`src/rtl/fifo_write_arbiter_if.sv`:
```
// fifo_write_arbiter_if: producer-side and FIFO-side signals of the
// shared write port, bundled for the round-robin arbiter.
interface fifo_write_arbiter_if #(
  parameter int N_REQ  = 4,
  parameter int DATA_W = 8,
  parameter int ID_W   = (N_REQ > 1) ? $clog2(N_REQ) : 1
);

  logic [N_REQ-1:0]        req_valid;
  logic [N_REQ*DATA_W-1:0] req_data;
  logic [N_REQ-1:0]        req_last;
  logic [N_REQ-1:0]        req_ready;
  logic                    fifo_full;
  logic                    fifo_write_en;
  logic [DATA_W-1:0]       fifo_data_in;
  logic [ID_W-1:0]         grant_id;
  logic                    busy;

  // Arbiter side.
  modport master (
    input  req_valid,
    input  req_data,
    input  req_last,
    input  fifo_full,
    output req_ready,
    output fifo_write_en,
    output fifo_data_in,
    output grant_id,
    output busy
  );

  // Producers and FIFO side.
  modport slave (
    output req_valid,
    output req_data,
    output req_last,
    output fifo_full,
    input  req_ready,
    input  fifo_write_en,
    input  fifo_data_in,
    input  grant_id,
    input  busy
  );

endinterface

```
`src/rtl/fifo_write_arbiter.sv`:
```
// fifo_write_arbiter: round-robin owner of a single FIFO write port.
// One producer holds the port for a bounded burst; full stalls it.
module fifo_write_arbiter #(
  parameter int N_REQ     = 4,
  parameter int DATA_W    = 8,
  parameter int MAX_BURST = 4
) (
  input logic                  clk,
  input logic                  rst,
  fifo_write_arbiter_if.master bus
);

  localparam int ID_W  = (N_REQ > 1) ? $clog2(N_REQ) : 1;
  localparam int CNT_W = $clog2(MAX_BURST + 1);

  typedef enum logic {
    IDLE = 1'b0,
    OWN  = 1'b1
  } state_e;

  state_e            state_q, state_d;
  logic [ID_W-1:0]   owner_q, owner_d;
  logic [ID_W-1:0]   rr_ptr_q, rr_ptr_d;
  logic [CNT_W-1:0]  beat_cnt_q, beat_cnt_d;

  logic              pick_found;
  logic [ID_W-1:0]   pick_idx;
  logic              own_valid;
  logic              own_last;
  logic [DATA_W-1:0] own_data;
  logic              xfer;
  logic [CNT_W-1:0]  beat_inc;
  logic              burst_end;
  logic              abandon;
  logic [ID_W-1:0]   owner_nxt;

  // Index rr_ptr+k wrapped into 0..N_REQ-1 (k < N_REQ).
  function automatic logic [ID_W-1:0] rr_idx(
    input logic [ID_W-1:0] base,
    input int              k
  );
    int s;
    s = int'(base) + k;
    if (s >= N_REQ) s = s - N_REQ;
    return ID_W'(s);
  endfunction

  // First valid requester at or after rr_ptr; reverse scan so the
  // smallest offset wins.
  always_comb begin
    pick_found = 1'b0;
    pick_idx   = '0;
    for (int k = N_REQ - 1; k >= 0; k--) begin
      if (bus.req_valid[rr_idx(rr_ptr_q, k)]) begin
        pick_found = 1'b1;
        pick_idx   = rr_idx(rr_ptr_q, k);
      end
    end
  end

  // Mux out the current owner's lane.
  always_comb begin
    own_valid = 1'b0;
    own_last  = 1'b0;
    own_data  = '0;
    for (int i = 0; i < N_REQ; i++) begin
      if (owner_q == ID_W'(i)) begin
        own_valid = bus.req_valid[i];
        own_last  = bus.req_last[i];
        own_data  = bus.req_data[i*DATA_W +: DATA_W];
      end
    end
  end

  // Transfer and release conditions.
  always_comb begin
    xfer      = (state_q == OWN) && own_valid && !bus.fifo_full;
    beat_inc  = beat_cnt_q + CNT_W'(1);
    burst_end = own_last || (beat_inc == CNT_W'(MAX_BURST));
    abandon   = (state_q == OWN) && !own_valid && !bus.fifo_full;
    if (owner_q == ID_W'(N_REQ - 1)) owner_nxt = '0;
    else                             owner_nxt = owner_q + ID_W'(1);
  end

  // Port outputs: only the owner sees ready, and only when not full.
  always_comb begin
    bus.req_ready     = '0;
    bus.fifo_write_en = 1'b0;
    bus.fifo_data_in  = '0;
    bus.grant_id      = owner_q;
    bus.busy          = (state_q == OWN);
    if (state_q == OWN) begin
      bus.req_ready[owner_q] = !bus.fifo_full;
    end
    if (xfer) begin
      bus.fifo_write_en = 1'b1;
      bus.fifo_data_in  = own_data;
    end
  end

  // Grant / burst / release sequencing.
  always_comb begin
    state_d    = state_q;
    owner_d    = owner_q;
    rr_ptr_d   = rr_ptr_q;
    beat_cnt_d = beat_cnt_q;
    unique case (state_q)
      IDLE: begin
        if (pick_found) begin
          state_d    = OWN;
          owner_d    = pick_idx;
          beat_cnt_d = '0;
        end
      end
      OWN: begin
        if (xfer) begin
          beat_cnt_d = beat_inc;
          if (burst_end) begin
            state_d    = IDLE;
            rr_ptr_d   = owner_nxt;
            beat_cnt_d = '0;
          end
        end else if (abandon) begin
          state_d    = IDLE;
          rr_ptr_d   = owner_nxt;
          beat_cnt_d = '0;
        end
      end
      default: begin
        state_d = IDLE;
      end
    endcase
  end

  // State registers with asynchronous reset.
  always_ff @(posedge clk or posedge rst) begin
    if (rst) begin
      state_q    <= IDLE;
      owner_q    <= '0;
      rr_ptr_q   <= '0;
      beat_cnt_q <= '0;
    end else begin
      state_q    <= state_d;
      owner_q    <= owner_d;
      rr_ptr_q   <= rr_ptr_d;
      beat_cnt_q <= beat_cnt_d;
    end
  end

endmodule

```
`src/flat_wrapper.sv`:
```
// flat-port wrapper written by rule: the top's interface ports become plain ports
module fifo_write_arbiter_flat 
#(
  parameter int N_REQ     = 4,
  parameter int DATA_W    = 8,
  parameter int MAX_BURST = 4
)
  (clk, rst, bus_req_valid, bus_req_data, bus_req_last, bus_fifo_full, bus_req_ready, bus_fifo_write_en, bus_fifo_data_in, bus_grant_id, bus_busy);
  fifo_write_arbiter_if #(.N_REQ(N_REQ), .DATA_W(DATA_W)) bus_i ();
  input logic clk;
  input logic rst;
  input wire logic [$bits(bus_i.req_valid)-1:0] bus_req_valid;
  input wire logic [$bits(bus_i.req_data)-1:0] bus_req_data;
  input wire logic [$bits(bus_i.req_last)-1:0] bus_req_last;
  input wire logic [$bits(bus_i.fifo_full)-1:0] bus_fifo_full;
  output wire logic [$bits(bus_i.req_ready)-1:0] bus_req_ready;
  output wire logic [$bits(bus_i.fifo_write_en)-1:0] bus_fifo_write_en;
  output wire logic [$bits(bus_i.fifo_data_in)-1:0] bus_fifo_data_in;
  output wire logic [$bits(bus_i.grant_id)-1:0] bus_grant_id;
  output wire logic [$bits(bus_i.busy)-1:0] bus_busy;
  assign bus_i.req_valid = bus_req_valid;
  assign bus_i.req_data = bus_req_data;
  assign bus_i.req_last = bus_req_last;
  assign bus_i.fifo_full = bus_fifo_full;
  assign bus_req_ready = bus_i.req_ready;
  assign bus_fifo_write_en = bus_i.fifo_write_en;
  assign bus_fifo_data_in = bus_i.fifo_data_in;
  assign bus_grant_id = bus_i.grant_id;
  assign bus_busy = bus_i.busy;
  fifo_write_arbiter #(.N_REQ(N_REQ), .DATA_W(DATA_W), .MAX_BURST(MAX_BURST)) u_core (.clk(clk), .rst(rst), .bus(bus_i));
endmodule
```
`config.mk`:
```
export PLATFORM = sky130hd
export DESIGN_NAME = fifo_write_arbiter_flat
export DESIGN_NICKNAME = d
export VERILOG_FILES = /design/src/rtl/fifo_write_arbiter_if.sv /design/src/rtl/fifo_write_arbiter.sv /design/src/flat_wrapper.sv
export SDC_FILE = /design/constraint.sdc
export NUM_CORES = 1
export LEC_CHECK = 0
export CORE_MARGIN = 2
export CORE_UTILIZATION = 44
export DETAILED_ROUTE_END_ITERATION = 8
export DONT_BUFFER_PORTS = 1
export SYNTH_ARGS = -nofsm -noshare
export SYNTH_HDL_FRONTEND = slang
export SYNTH_SLANG_ARGS = --single-unit
```
`constraint.sdc`:
```
create_clock -name clk -period 5.21 [get_ports clk]
set_input_delay 1.042 -clock clk [delete_from_list [all_inputs] [get_ports clk]]
set_output_delay 1.042 -clock clk [all_outputs]
set_load 0.02 [all_outputs]
```
* Word level (Yosys, flattened, before mapping)
Index checks and enable logic that the tools add are counted.
** Operators by class
- Magnitude comparators :: 10
- Mux-type cells :: 51
- Bitwise gates (word level) :: 2
- Equality and inequality tests :: 7
- $add $sub $neg :: 9
- Reduce and logical (&&, ||, !) cells :: 13
** Operator list (number)
- $mux W8 :: 5
- $mux W2 :: 12
- $mux W1 :: 22
- $lt A2 B3 Y1 const B :: 5
- $mux W3 :: 4
- $ge A3 B3 Y1 const B :: 3
- $bmux W1 S2 :: 4
- $sub A2 B1 Y2 const B :: 4
- $add A2 B2 Y3 const B :: 2
- $pmux W3 S2 :: 1
- $logic_and A1 B1 Y1 :: 5
- $and A4 B4 Y4 :: 1
- $eq A2 B2 Y1 const B :: 2
- $mux W4 :: 1
- $reduce_and A2 Y1 :: 2
- $add A2 B1 Y3 const B :: 1
- $add A3 B1 Y3 const B :: 1
- $eq A3 B3 Y1 const B :: 1
- $ge A2 B3 Y1 const B :: 1
- $ne A3 B3 Y1 const B :: 1
- $reduce_and A3 Y1 :: 1
- $add A2 B1 Y2 const B :: 1
- $demux W1 S2 :: 1
- $eq A2 B1 Y1 const B :: 1
- 9 further kinds :: 10
** Storage, ports and cells
- Input port bits :: 43
- Output and inout port bits :: 16
- Logic and storage cells :: 96
- Register bits :: 8

* Logic depth before layout (Yosys ltp)
- Word-level depth :: 11
- Depth in mapped cells :: 10
- Gate-level depth less buffers :: 8

* Least setup slack after synthesis
Ideal clock, no wire load.
- Kind :: input to output
- Start point :: in bus_fifo_full
- End point :: out bus_fifo_data_in[0]
- Setup slack :: 2161 ps
- Cell stages on the path :: 5
- Required time :: 4168 ps
- Arrival :: 2007 ps
- Path buffers :: 1
- Cell sequence :: nor2b_1 -> o311ai_1 -> a31o_1 -> buf_2 -> nor2_1
** Between the ends
- Longest elaborated chain between the ends :: 3
** Ends and longest elaborated chain
- start: declaration :: line flat_wrapper.sv:15 : input wire logic [$bits(bus_i.fifo_full)-1:0] bus_fifo_full;
- $logic_not A1 Y1 :: line fifo_write_arbiter.sv:77 : xfer = (state_q == OWN) && own_valid && !bus.fifo_full;
- $logic_and A1 B1 Y1 :: line fifo_write_arbiter.sv:77
- $mux W8 :: line fifo_write_arbiter.sv:95 : if (xfer) begin
- end: declaration :: line flat_wrapper.sv:18 : output wire logic [$bits(bus_i.fifo_data_in)-1:0] bus_fifo_data_in;
Every way passes these cells.

* Worst setup path after layout
- Start point :: reg u_core.owner_q[1] (netlist: u_core.bus.grant_id[1])
- End point :: out bus_fifo_data_in[7]
** Between the ends
- Longest elaborated chain between the ends :: 8
- Elaborated cells between the ends (all ways) :: 15
- Those cells by class :: eq/ne (3); mux (9); reduce/logical (3)
** Ends and longest elaborated chain
- start: declaration :: line fifo_write_arbiter.sv:22 : logic [ID_W-1:0] owner_q, owner_d;
- start signal: assignment :: line fifo_write_arbiter.sv:144 : owner_q <= owner_d;
- $logic_not A2 Y1 :: line fifo_write_arbiter.sv:67 : if (owner_q == ID_W'(i)) begin
- $mux W1 (4 in a row) :: line fifo_write_arbiter.sv:67
- $logic_and A1 B1 Y1 (2 in a row) :: line fifo_write_arbiter.sv:77
- $mux W8 * :: line fifo_write_arbiter.sv:95
Mark *: on every way between the ends. The rest lies on a longest branch, timed or not.

==> impl_metrics.yaml <==
finish:
  nets: 163
  layout_commonest_cell: "nor2_1"
  drive_gt1_frac: 0.0357
  layout_common_cells: "22 x nor2_1, 12 x a21oi_1"
  syn2layout_area_growth_pct: 2.69
  antenna-diode-count: 0
  n_fill_cell: 185
placement:
  gp_congestion: 0.752
  dpl.hpwl_um: 1640
  port_buffers: 0
power:
  ir_worst_vdd_mv: 0.290
  leakage_nw: 0.362
  powerDensity_nw_per_um2: 591
timing:
  worstMarginPinSlew_ps: 767
  fmax_mhz: 278
  finalCritPeriodShare: 0.691
  finClkSkew_ps: 7.39
  setup_viol_count_final: 0
  tns_ps: 0
  worst_hold_slack_ps: 514
  rsz0062_at_grt: "no"
  finalHoldViolCount: 0
  drv_slew: 0
  min_period_ps: 3600
  slew_headroom: 0.489
run_status:
  outcome: "completed"
routing:
  routedWlPerCell_um: 15.3
  ant_nets: 0
  wl_um: 2100
  firstDrtPassIters: 4
  routed_via_density: 5.97
  num_vias: 818
  drt-initial-drc-count: 12
  route.detailed.drc: 0
clock_network:
  cts_tree: "built"
  numClockSinks: 8
  cts_root_buf: "clkbuf_4"
  post_cts_buffers: 0
  insertion_delay_ps: 250
  cts_resized: 0
  cts_buffers: 3
  clk_pin_slew_ps: 50
  cts.path.max_buffers: 2
  ctsHoldBuffers: 0
  cts-htree-levels: 1
yosys:
  ys_seq_area_frac: 0.240
  syn-num-nets: 164
  synth_cells: 115
  ys_seq_elements: 8
  syn_avg_cell_area_um2: 7.27
  synthesis.area_um2: 836
  synth_top_cell_area_share: 0.240
  yosys-top-cells-area: "dfrtp_1 24%, nor2_1 9.9%, ha_1 9.0%"
  yosysWarnings: 0
  ys_types: 33
  yosysTopAreaCell: "dfrtp_1"
floorplanning:
  start_util: 0.474
  io_pins: 59
  fp.dieW_um: 47.6
  die_y_um: 47.6
  core_um2: 1760
  num_rows: 15
  die-area_um2: 2260
setup_path:
  cp-start-kind: "register"
  reg2reg_depth: 8
  cp-end-kind: "output pin"
  crit_required_ps: 4170
  crit_fanout: 12
  arrival_ps: 2560
  criticalPathCategory: "reg -> out"
flow_run:
  maxCapViolCount: 0
worst_hold_path:
  holdPathStages: 1
  min_path_type: "reg -> reg"
grt:
  grt_usage: 0.189
  grt_pass1_vias: 646
  grt_first_pass_wirelength_um: 2950
  grt_overflow: 0
  grt_max_degree: 24
  antenna_found_initial: 0
critical path, stage by stage (launching register included):
cell,delay [ps]
dfrtp_1,490
inv_1,120
ha_1,320
nor2b_1,570
nand2_1,110
a31o_1,320
nor2_1,380
worst paths after layout:
| check | from | endpoint | slack [ps] |
|---|---|---|---|
| min | u_core.beat_cnt_q[0]$_DFFE_PP0P_ | u_core.beat_cnt_q[0]$_DFFE_PP0P_ | 510 |
| max in group asynchronous | rst | u_core.bus.grant_id[1]$_DFFE_PP0P_ | 4350 |
| min reg2reg | u_core.beat_cnt_q[0]$_DFFE_PP0P_ | u_core.beat_cnt_q[0]$_DFFE_PP0P_ | 510 |
| max reg2reg | u_core.bus.grant_id[0]$_DFFE_PP0P_ | u_core.rr_ptr_q[0]$_DFFE_PP0P_ | 2310 |
| min in group asynchronous | rst | u_core.rr_ptr_q[1]$_DFFE_PP0P_ | 620 |
| max | u_core.bus.grant_id[1]$_DFFE_PP0P_ | bus_fifo_data_in[7] | 1610 |
registers in the layout, summed over array words and instances (netlist names):
register             flops
u_core.beat_cnt_q        3
u_core.bus.busy          1
u_core.bus.grant_id      2
u_core.rr_ptr_q          2
Yosys cell counts, drive strengths merged:
cell type  number
a222oi          1
o22ai           2
xor2            1
nor2b           2
ha              6
buf             2
inv             9
a31o            1
a21boi          2
a31oi           1
dfrtp           8
a221o           1
o21ai           4
mux2            2
a221oi          8
nor3b           1
o21a            1
nand2           7
a21oi          12
o311ai          1
o221ai          1
nor2           22
nand2b          1
clkbuf          4
mux2i           1
nor4            1
nor3            8
a32o            1
and2            4
per-layer routing:
metal  part of all wire  global-route usage  up-vias
met3              0.086              0.0302        4
li1                   -                   -      417
met5                  0                   0        -
met1               0.42               0.237      354
met4              0.017               0.114        0
met2               0.47               0.305       43
cell type report:
type                    instances  area [um^2]  area share
well taps                      25         31.3      0.0364
inverters                       9         33.8      0.0394
clock buffers                   3         22.5      0.0262
flip-flops and latches          8          200       0.233
multi-input cells              92          571       0.665
where the power goes:
group | internal, W | leakage [nW] | switching, W
clock | 0.0000263 | 0.0138 | 0.0000198
combinational | 0.000122 | 0.247 | 0.000212
sequential | 0.0000849 | 0.101 | 0.0000423
total | 0.000233 | 0.362 | 0.000274
kinds of logic after synthesis:
family	Yosys count	synth area share
AND/OR/NAND/NOR	46	0.247
buffers and inverters	15	0.0778
XOR/XNOR	1	0.0105
flip-flops	8	0.240
multiplexers	3	0.0389
AO/OA/AOI/OAI	36	0.296
adder cells (fa/ha/maj)	6	0.0898
through the flow:
| stage | setup WS, ps | instance area [um^2] | power [W] | util | cells |
|---|---|---|---|---|---|
| CTS | 1610 | 858 | 0.000512 | 0.487 | 137 |
| floorplan | 2160 | 836 | 0.000421 | - | 115 |
| detailed placement | 1890 | 836 | 0.000462 | 0.474 | 134 |
| global placement | 1940 | 836 | 0.000456 | 0.474 | 134 |
| finish | 1610 | 858 | 0.000507 | 0.487 | 137 |
| global route | 1350 | 858 | 0.000567 | 0.487 | 137 |
Power figures use the tool's default switching activity.
